<file path="src/rtl/seq_mul_unit.sv">
`default_nettype none
// +--------------------------------------------------------------------------+
// | Module  : seq_mul_unit                                                   |
// | Brief   : Multi-cycle shift-and-add multiplier for MUL/MULH/MULHSU/MULHU |
// |           with start/busy/done handshake and kill abort.                 |
// |           Optional macro SEQ_MUL_EARLY_TERM_EN ends iteration as soon as |
// |           the remaining multiplier is zero.                              |
// | Revision: 1.0 - initial release                                          |
// +--------------------------------------------------------------------------+
module seq_mul_unit #(
  parameter int N     = 32,
  parameter int CNT_W = 6
) (
  input  logic         clk,
  input  logic         rst,
  input  logic         start,
  input  logic         kill,
  input  logic [1:0]   op,
  input  logic [N-1:0] a,
  input  logic [N-1:0] b,
  output logic         busy,
  output logic         done,
  output logic [N-1:0] result
);

  localparam logic [N-1:0]     c_one_n   = N'(1);
  localparam logic [2*N-1:0]   c_one_2n  = (2*N)'(1);
  localparam logic [CNT_W-1:0] c_cnt_one = CNT_W'(1);
  localparam logic [CNT_W-1:0] c_cnt_end = CNT_W'(N-1);

  typedef enum logic [1:0] {
    S_IDLE = 2'd0,
    S_RUN  = 2'd1,
    S_FIX  = 2'd2,
    S_DONE = 2'd3
  } state_t;

  state_t           r_state;
  state_t           w_state_nxt;
  logic [1:0]       r_op;
  logic             r_neg;
  logic [2*N-1:0]   r_acc;
  logic [2*N-1:0]   r_mcand;
  logic [N-1:0]     r_mplr;
  logic [CNT_W-1:0] r_cnt;
  logic [N-1:0]     r_result;

  logic             w_accept;
  logic             w_a_neg;
  logic             w_b_neg;
  logic [N-1:0]     w_a_abs;
  logic [N-1:0]     w_b_abs;
  logic [N-1:0]     w_mplr_shift;
  logic [2*N-1:0]   w_addend;
  logic [2*N-1:0]   w_sum;
  logic [2*N-1:0]   w_carry;
  logic [2*N-1:0]   w_fix_acc;
  logic [N-1:0]     w_sel;

  // a is signed for MULH/MULHSU, b only for MULH; MUL low half is sign-independent.
  assign w_accept     = (r_state == S_IDLE) && start && !kill;
  assign w_a_neg      = ((op == 2'b01) || (op == 2'b10)) && a[N-1];
  assign w_b_neg      = (op == 2'b01) && b[N-1];
  assign w_a_abs      = w_a_neg ? (~a + c_one_n) : a;
  assign w_b_abs      = w_b_neg ? (~b + c_one_n) : b;
  assign w_mplr_shift = r_mplr >> 1;
  assign w_addend     = r_mplr[0] ? r_mcand : '0;

  assign w_carry[0] = 1'b0;
  for (genvar i = 0; i < 2*N; i++) begin : g_rca
    assign w_sum[i] = r_acc[i] ^ w_addend[i] ^ w_carry[i];
    if (i < 2*N-1) begin : g_carry
      assign w_carry[i+1] = (r_acc[i] & w_addend[i]) |
                            (w_carry[i] & (r_acc[i] ^ w_addend[i]));
    end
  end

  assign w_fix_acc = r_neg ? (~r_acc + c_one_2n) : r_acc;
  assign w_sel     = (r_op == 2'b00) ? w_fix_acc[N-1:0] : w_fix_acc[2*N-1:N];

  always_ff @(posedge clk or posedge rst) begin
    if (rst) begin
      r_state <= S_IDLE;
    end else begin
      r_state <= w_state_nxt;
    end
  end

  always_comb begin
    w_state_nxt = r_state;
    case (r_state)
      S_IDLE: begin
        if (w_accept) begin
`ifdef SEQ_MUL_EARLY_TERM_EN
          w_state_nxt = (w_b_abs == '0) ? S_FIX : S_RUN;
`else
          w_state_nxt = S_RUN;
`endif
        end
      end
      S_RUN: begin
        if (kill) begin
          w_state_nxt = S_IDLE;
`ifdef SEQ_MUL_EARLY_TERM_EN
        end else if ((r_cnt == c_cnt_end) || (w_mplr_shift == '0)) begin
`else
        end else if (r_cnt == c_cnt_end) begin
`endif
          w_state_nxt = S_FIX;
        end
      end
      S_FIX: begin
        w_state_nxt = kill ? S_IDLE : S_DONE;
      end
      S_DONE: begin
        w_state_nxt = S_IDLE;
      end
      default: begin
        w_state_nxt = S_IDLE;
      end
    endcase
  end

  // A killed operation never touches result, so the previous product stays visible.
  always_ff @(posedge clk or posedge rst) begin
    if (rst) begin
      r_op     <= 2'b00;
      r_neg    <= 1'b0;
      r_acc    <= '0;
      r_mcand  <= '0;
      r_mplr   <= '0;
      r_cnt    <= '0;
      r_result <= '0;
    end else begin
      case (r_state)
        S_IDLE: begin
          if (w_accept) begin
            r_op    <= op;
            r_neg   <= w_a_neg ^ w_b_neg;
            r_acc   <= '0;
            r_mcand <= {{N{1'b0}}, w_a_abs};
            r_mplr  <= w_b_abs;
            r_cnt   <= '0;
          end
        end
        S_RUN: begin
          if (!kill) begin
            if (r_mplr[0]) begin
              r_acc <= w_sum;
            end
            r_mcand <= r_mcand << 1;
            r_mplr  <= w_mplr_shift;
            r_cnt   <= r_cnt + c_cnt_one;
          end
        end
        S_FIX: begin
          if (!kill) begin
            r_acc    <= w_fix_acc;
            r_result <= w_sel;
          end
        end
        default: begin
        end
      endcase
    end
  end

  assign busy   = (r_state != S_IDLE);
  assign done   = (r_state == S_DONE);
  assign result = r_result;

endmodule
`default_nettype wire

</file>
<file path="config.mk">
export PLATFORM = sky130hd
export DESIGN_NAME = seq_mul_unit
export DESIGN_NICKNAME = d
export VERILOG_FILES = /design/src/rtl/seq_mul_unit.sv
export SDC_FILE = /design/constraint.sdc
export NUM_CORES = 1
export LEC_CHECK = 0
export BUFFER_PORTS_ARGS = -buffer_cell sky130_fd_sc_hd__clkbuf_2
export CORE_ASPECT_RATIO = 0.8
export CORE_MARGIN = 3
export CORE_UTILIZATION = 54
export DETAILED_ROUTE_END_ITERATION = 6
export PLACE_DENSITY = 0.83
export SLEW_MARGIN = 20
export SYNTH_ARGS = -nofsm -noshare
export SYNTH_HDL_FRONTEND = slang
export SYNTH_SLANG_ARGS = --single-unit
</file>
<file path="constraint.sdc">
create_clock -name clk -period 24.8 [get_ports clk]
set_clock_uncertainty 0.05 [all_clocks]
set_input_delay 4.96 -clock clk [delete_from_list [all_inputs] [get_ports clk]]
set_output_delay 4.96 -clock clk [all_outputs]
set_load 0.02 [all_outputs]
</file>
# Word level (Yosys, flattened, before mapping)
# Index checks and enable logic that the tools add are counted.
classes:
  add_sub_neg: 4
  eq_ne: 11
  n_mux: 24
  n_bitwise: 319
  reduce_logical: 16
op_table:
  columns: ["op", "n"]
  rows:
  - ["64-bit two-way mux", 8]
  - ["64-bit case mux with 3 select lines", 1]
  - ["32-bit two-way mux", 5]
  - ["64-bit case mux with 2 select lines", 1]
  - ["1-bit XOR", 128]
  - ["1-bit bitwise AND", 125]
  - ["32-bit by 1-bit adder with 32-bit output (second input constant)", 2]
  - ["64-bit by 1-bit adder with 64-bit output (second input constant)", 1]
  - ["32-bit inverter", 2]
  - ["64-bit inverter", 1]
  - ["32-bit case mux with 2 select lines", 1]
  - ["1-bit OR", 62]
  - ["6-bit two-way mux", 2]
  - ["6-bit case mux with 2 select lines", 1]
  - ["2-bit two-way mux", 4]
  - ["2-bit inequality test (second input constant)", 4]
  - ["2-bit case mux with 4 select lines", 1]
  - ["6-bit by 1-bit adder with 6-bit output (second input constant)", 1]
  - ["2-bit == test (second input constant)", 3]
  - ["6-bit by 5-bit == test with 1-bit output (second input constant)", 1]
  - ["2-bit AND reduction", 3]
  - ["5-bit AND reduction", 1]
  - ["2-bit by 1-bit == test with 1-bit output (second input constant)", 2]
  - ["1-bit logical AND", 4]
  - ["8 further kinds", 10]
totals:
  register_bits: 203
  inputBits: 70
  out_inout_bits: 34
  elab_cells: 382

# Logic depth before layout (Yosys ltp)
logic_depth:
  depth_word: 130
  depth_mapped: 76
  ltp_nobuf: 74

# Least setup slack after synthesis
# OpenSTA, ideal clock, no wires.
synth_path:
  kind: "reg2reg"
  from: "register r_mplr[0]"
  to: "register r_acc[62]"
  setup_time_ns: 0.118
  arrival_time_ns: 24.062
  t_required_ns: 24.632
  path_slack_ns: 0.570
  path_stages_with_launch: 76
  n_path_buf: 2
  synth_period_minus_slack_ns: 24.230
  cell_sequence: "dfrtp_1 clkbuf_1 clkbuf_1 and2_1 ha_1 inv_1 fa_1 fa_1 fa_1 fa_1 fa_1 fa_1 fa_1 fa_1 fa_1 fa_1 fa_1 fa_1 [40 not listed] fa_1 fa_1 fa_1 fa_1 fa_1 fa_1 inv_1 fa_1 fa_1 fa_1 inv_1 fa_1 inv_1 fa_1 fa_1 nand2_1 o31ai_1 a21o_1"
synth_via:
  elab_chain_cells: 128
  word_cells_on_any_way: 253
  cone_classes: "1 x eq/ne; 4 x mux; 247 x bitwise; 1 x reduce/logical"
synth_rtl:
  columns: ["item", "line", "text"]
  rows:
  - ["start: declaration", "44", "logic [N-1:0] r_mplr;"]
  - ["start signal: assignment", "142", "r_mplr <= w_b_abs;"]
  - ["start signal: assignment", "152", "r_mplr <= w_mplr_shift;"]
  - ["64-bit two-way mux", "67", "assign w_addend = r_mplr[0] ? r_mcand : '0;"]
  - ["1-bit bitwise AND / 1-bit XOR (equally long branches)", "73, 74", null]
  - ["1-bit bitwise AND", "74", "(w_carry[i] & (r_acc[i] ^ w_addend[i]));"]
  - ["1-bit OR", "73", "assign w_carry[i+1] = (r_acc[i] & w_addend[i]) |"]
  - ["1-bit bitwise AND", "74", null]
  - ["1-bit OR", "73", null]
  - ["1-bit bitwise AND", "74", null]
  - ["1-bit OR", "73", null]
  - ["[112 not listed]", null, null]
  - ["1-bit bitwise AND", "74", null]
  - ["1-bit OR", "73", null]
  - ["1-bit bitwise AND", "74", null]
  - ["1-bit OR", "73", null]
  - ["1-bit XOR", "71", "assign w_sum[i] = r_acc[i] ^ w_addend[i] ^ w_carry[i];"]
  - ["64-bit two-way mux", "148", "if (r_mplr[0]) begin"]
  - ["64-bit two-way mux", "147", "if (!kill) begin"]
  - ["64-bit case mux with 3 select lines", "135", "case (r_state)"]
  - ["end signal: assignment", "149", "r_acc <= w_sum;"]
  - ["end signal: assignment", "158", "r_acc <= w_fix_acc;"]
  - ["end: declaration", "42", "logic [2*N-1:0] r_acc;"]
# Several ways; a longest one is shown, not always the timed one. The select of a mux whose other input is x is not followed.
# A chain may end at the register's enable or synchronous reset.

# Worst setup path after layout
layout_path:
  from: "register r_mcand[0]"
  to: "register r_acc[62]"
layout_via:
  elab_chain_cells: 128
layout_rtl:
  columns: ["item", "line", "text"]
  rows:
  - ["start: declaration", "43", "logic [2*N-1:0] r_mcand;"]
  - ["start signal: assignment", "141", "r_mcand <= {{N{1'b0}}, w_a_abs};"]
  - ["start signal: assignment", "151", "r_mcand <= r_mcand << 1;"]
  - ["64-bit two-way mux", "67", null]
  - ["1-bit bitwise AND", "73", null]
  - ["1-bit bitwise AND", "74", null]
  - ["1-bit OR", "73", null]
  - ["1-bit bitwise AND", "74", null]
  - ["1-bit OR", "73", null]
  - ["1-bit bitwise AND", "74", null]
  - ["1-bit OR", "73", null]
  - ["[112 not listed]", null, null]
  - ["1-bit bitwise AND", "74", null]
  - ["1-bit OR", "73", null]
  - ["1-bit bitwise AND", "74", null]
  - ["1-bit OR", "73", null]
  - ["1-bit XOR", "71", null]
  - ["64-bit two-way mux", "148", null]
  - ["64-bit two-way mux", "147", null]
  - ["64-bit case mux with 3 select lines", "135", null]
# No other way between the ends. The select of a mux whose other input is x is not followed.

==> results by group <==
Status
  • Outcome: finished clean

Setup path
  • Startpoint types: register
  • Library cell contributing the largest single delay on the critical path: sky130_fd_sc_hd__fa_1
  • Reg2Reg Setup Slack: 0.55 ns
  • Data arrival time of the critical path: 24.62 ns
  • CP max FO: 3
  • Crit path required time: 25.17 ns
  • Biggest cell delay along the critical path: 0.43 ns
  • Critical Setup Path Class: reg2reg
  • Crit-path most repeated cell: sky130_fd_sc_hd__fa_1
  • Type of element capturing the critical path: register

STA
  • Final period utilization: 97.8%
  • Slew at the pin with the worst max-slew slack: 1.12 ns
  • PnR worst setup slack: 0.552 ns
  • Setup TNS: 0 ns
  • Clock period minus worst slack: 24.25 ns
  • Number of max-slew violations in the final report: 0
  • Final setup violating endpoints: 0
  • Max-slew headroom: 25.2%
  • Achievable frequency: 41.2 MHz
  • Hold slack final: 0.418 ns
  • Hold violation total from the final report: 0

Clock tree
  • Buffers from clock root to sink, at most: 3
  • TritonCTS clock tree: done
  • CTS Root Cell: sky130_fd_sc_hd__clkbuf_16
  • Hold buffer count at cts: 0
  • Sinks on Clock Net: 203
  • Clock transition at the register clock pins on the worst setup and hold paths after CTS: 0.07 ns
  • Number of buffers created by CTS: 23
  • Source-to-sink clock delay at the later pin of the worst-skew pair: 0.54 ns
  • CTS H-tree lvls: 1

Finish
  • Area used by multi-input combinational logic: 8560 um2
  • Area Overhead vs Synth: 10.7%
  • Highest-count cells in the layout ignoring fill and taps: sky130_fd_sc_hd__dfrtp_1 (201), sky130_fd_sc_hd__nand2_1 (193), sky130_fd_sc_hd__o21ai_0 (113), sky130_fd_sc_hd__a21oi_1 (109), sky130_fd_sc_hd__clkbuf_2 (103)
  • Post-layout instance area: 15900 um2
  • Final Non-Filler Cells: 2026
  • Most common cell after layout, fill and taps aside: sky130_fd_sc_hd__dfrtp_1
  • Layout cells sized above 1: 12.9%
  • FF+latch area: 5080 um2
  • Diode count: 0
  • Filler Cell Count: 2168
  • Count of nets after finishing: 1800
  • Util after Layout: 61.8%

Power and ir drop
  • Total power divided by cell area: 113 nW/um2
  • Worst VDD drop: 82.1 uV
  • Final Power: 1.80 mW
  • Leakage dissipation: 6.41 nW

Global route
  • First-pass GRT wire length: 70.3 mm
  • Largest net degree at the start of global routing: 136
  • Vias in the first global route: 13200
  • Initial antenna violation count: 1
  • Congestion Overflow GR: 0
  • GRT Resource Usage Total: 30.3%

Logic synthesis
  • Seq/Total Area, Yosys: 35.4%
  • Number of register bits inferred by synthesis: 203
  • Number of instances in the synthesized netlist: 1636
  • Unique cell type count in the Yosys netlist: 68
  • Async set-reset flop share out of synthesis: 100%
  • Post-synth EDFFs: 0
  • Mean instance size in the synthesized netlist: 8.76 um2
  • Synth Cell Area: 14300 um2
  • Total number of yosys warnings: 0
  • Synthesized Nets: 1778
  • Prevailing post-synth register cell: sky130_fd_sc_hd__dfrtp_1

Detailed routing
  • First-pass iteration count of the detailed router: 7
  • Post-DR vias/cell: 6.71
  • DRC violation total after the first TritonRoute iteration: 1923
  • Post-DR wirelength/cell: 21.6 um
  • Vias post-DR: 13600
  • Wire length after detailed routing: 43.7 mm
  • DRC: 0
  • Count of antenna-violating nets left after detailed routing: 0

Placement
  • Pre-CTS setup slack: -0.0319 ns
  • Total placed instance area: 15000 um2
  • Cell Count Post-Placement: 1982
  • Detailed Place HPWL: 29.5 mm
  • RD Place Congestion: 1.00
  • Total of buffers placed on input and output ports: 103

Job
  • # Max-Cap Violations: 0

Min path
  • Worst min-delay path category: reg2reg

Die
  • Effective utilization at floorplan: 55.8%
  • Die Wd: 188 um
  • Number of top-level pins: 104
  • Die Ht: 152 um
  • Row Count: 52
  • Area of the die: 28500 um2
  • Core footprint: 25700 um2
==> state kept, by name, summed over array words and instances, names as in the netlist <==
name,count
r_acc,64
r_mcand,64
r_mplr,32
result,32
r_cnt,6
r_op,2
r_state,2
r_neg,1
==> cells in the mapped netlist (7+ instances only) <==
master | count | area [um2]
sky130_fd_sc_hd__nand4_1 | 20 | 125
sky130_fd_sc_hd__o32a_1 | 32 | 320
sky130_fd_sc_hd__xor2_1 | 16 | 140
sky130_fd_sc_hd__mux2i_1 | 37 | 370
sky130_fd_sc_hd__nor2_1 | 85 | 319
sky130_fd_sc_hd__o41ai_1 | 19 | 166
sky130_fd_sc_hd__nand2_1 | 193 | 724
sky130_fd_sc_hd__and2_1 | 13 | 81.3
sky130_fd_sc_hd__or2_2 | 9 | 56.3
sky130_fd_sc_hd__nand2b_1 | 7 | 43.8
sky130_fd_sc_hd__clkbuf_1 | 116 | 435
sky130_fd_sc_hd__a21oi_1 | 111 | 556
sky130_fd_sc_hd__a31oi_1 | 26 | 163
sky130_fd_sc_hd__or4_1 | 19 | 143
sky130_fd_sc_hd__and3_1 | 9 | 56.3
sky130_fd_sc_hd__a22o_1 | 42 | 368
sky130_fd_sc_hd__o22ai_1 | 47 | 294
sky130_fd_sc_hd__xnor2_1 | 74 | 648
sky130_fd_sc_hd__nor3_1 | 51 | 255
sky130_fd_sc_hd__dfrtp_1 | 203 | 5080
sky130_fd_sc_hd__fa_1 | 62 | 1240
sky130_fd_sc_hd__a21o_1 | 10 | 75.1
sky130_fd_sc_hd__ha_1 | 10 | 125
sky130_fd_sc_hd__nand3_1 | 42 | 210
sky130_fd_sc_hd__inv_1 | 77 | 289
sky130_fd_sc_hd__o21ai_0 | 113 | 566
sky130_fd_sc_hd__o31ai_1 | 29 | 218
sky130_fd_sc_hd__nor4_1 | 24 | 150
sky130_fd_sc_hd__buf_1 | 7 | 26.3
sky130_fd_sc_hd__o211ai_1 | 17 | 128
sky130_fd_sc_hd__or3_1 | 31 | 194
==> worst paths after layout <==
path / cells after the start / to / start
setup / recovery: 73 / r_acc[62]$_DFFE_PP0P_ / r_mcand[0]$_DFFE_PP0P_
hold / removal: 2 / result[5]$_DFFE_PP0P_ / result[5]$_DFFE_PP0P_
setup reg to reg: 73 / r_acc[62]$_DFFE_PP0P_ / r_mcand[0]$_DFFE_PP0P_
hold reg to reg: 2 / result[5]$_DFFE_PP0P_ / result[5]$_DFFE_PP0P_
max in group asynchronous: 3 / r_mcand[50]$_DFFE_PP0P_ / rst
min in group asynchronous: 2 / r_mcand[6]$_DFFE_PP0P_ / rst
==> layer usage <==
metal | global-route usage (%) | share of wire, % | up-vias
met2 | 48.5 | 45 | 887
li1 | - | - | 6014
met5 | 0 | 0.030 | -
met4 | 8.59 | 2.8 | 2
met3 | 7.43 | 12 | 110
met1 | 41.5 | 40 | 6573
==> area by class of cell <==
cell class | count | area share [%]
multi-input cells | 1230 | 54.0
flip-flops and latches | 203 | 32.0
clock buffers | 35 | 4.42
repair buffers | 123 | 4.22
well taps | 351 | 2.77
inverters | 77 | 1.87
clock inverters | 7 | 0.749
==> worst max-delay path: cells and delay by family (launching register included) <==
kind | cells | cell delay, ns
buffers and inverters | 6 | 0.38
DFF | 1 | 0.38
AOI/OAI and AO/OA | 2 | 0.26
and+or+nand+nor | 2 | 0.22
adders and majority gates | 63 | 22.85
==> cell families after synthesis <==
group,share of synthesized area [%]
AO/OA/AOI/OAI,23.4
XOR/XNOR,5.50
adder cells (fa/ha/maj),9.53
buffers and inverters,5.39
flip-flops,35.4
multiplexers,2.82
AND/OR/NAND/NOR,18.0
==> report_power, final <==
group	switching [mW]	internal (mW)
Sequential	0.0830	0.411
Combinational	0.628	0.297
Clock	0.150	0.226
Total	0.862	0.934
==> repair_timing <==
action | 4_1_cts | 5_1_grt
buffers inserted | 0 | 2
gates resized for setup | 2 | 13
pin swaps | 0 | 1
endpoints found under the setup margin | 2 | 4
No activity file was read; power rests on OpenSTA's default activity.
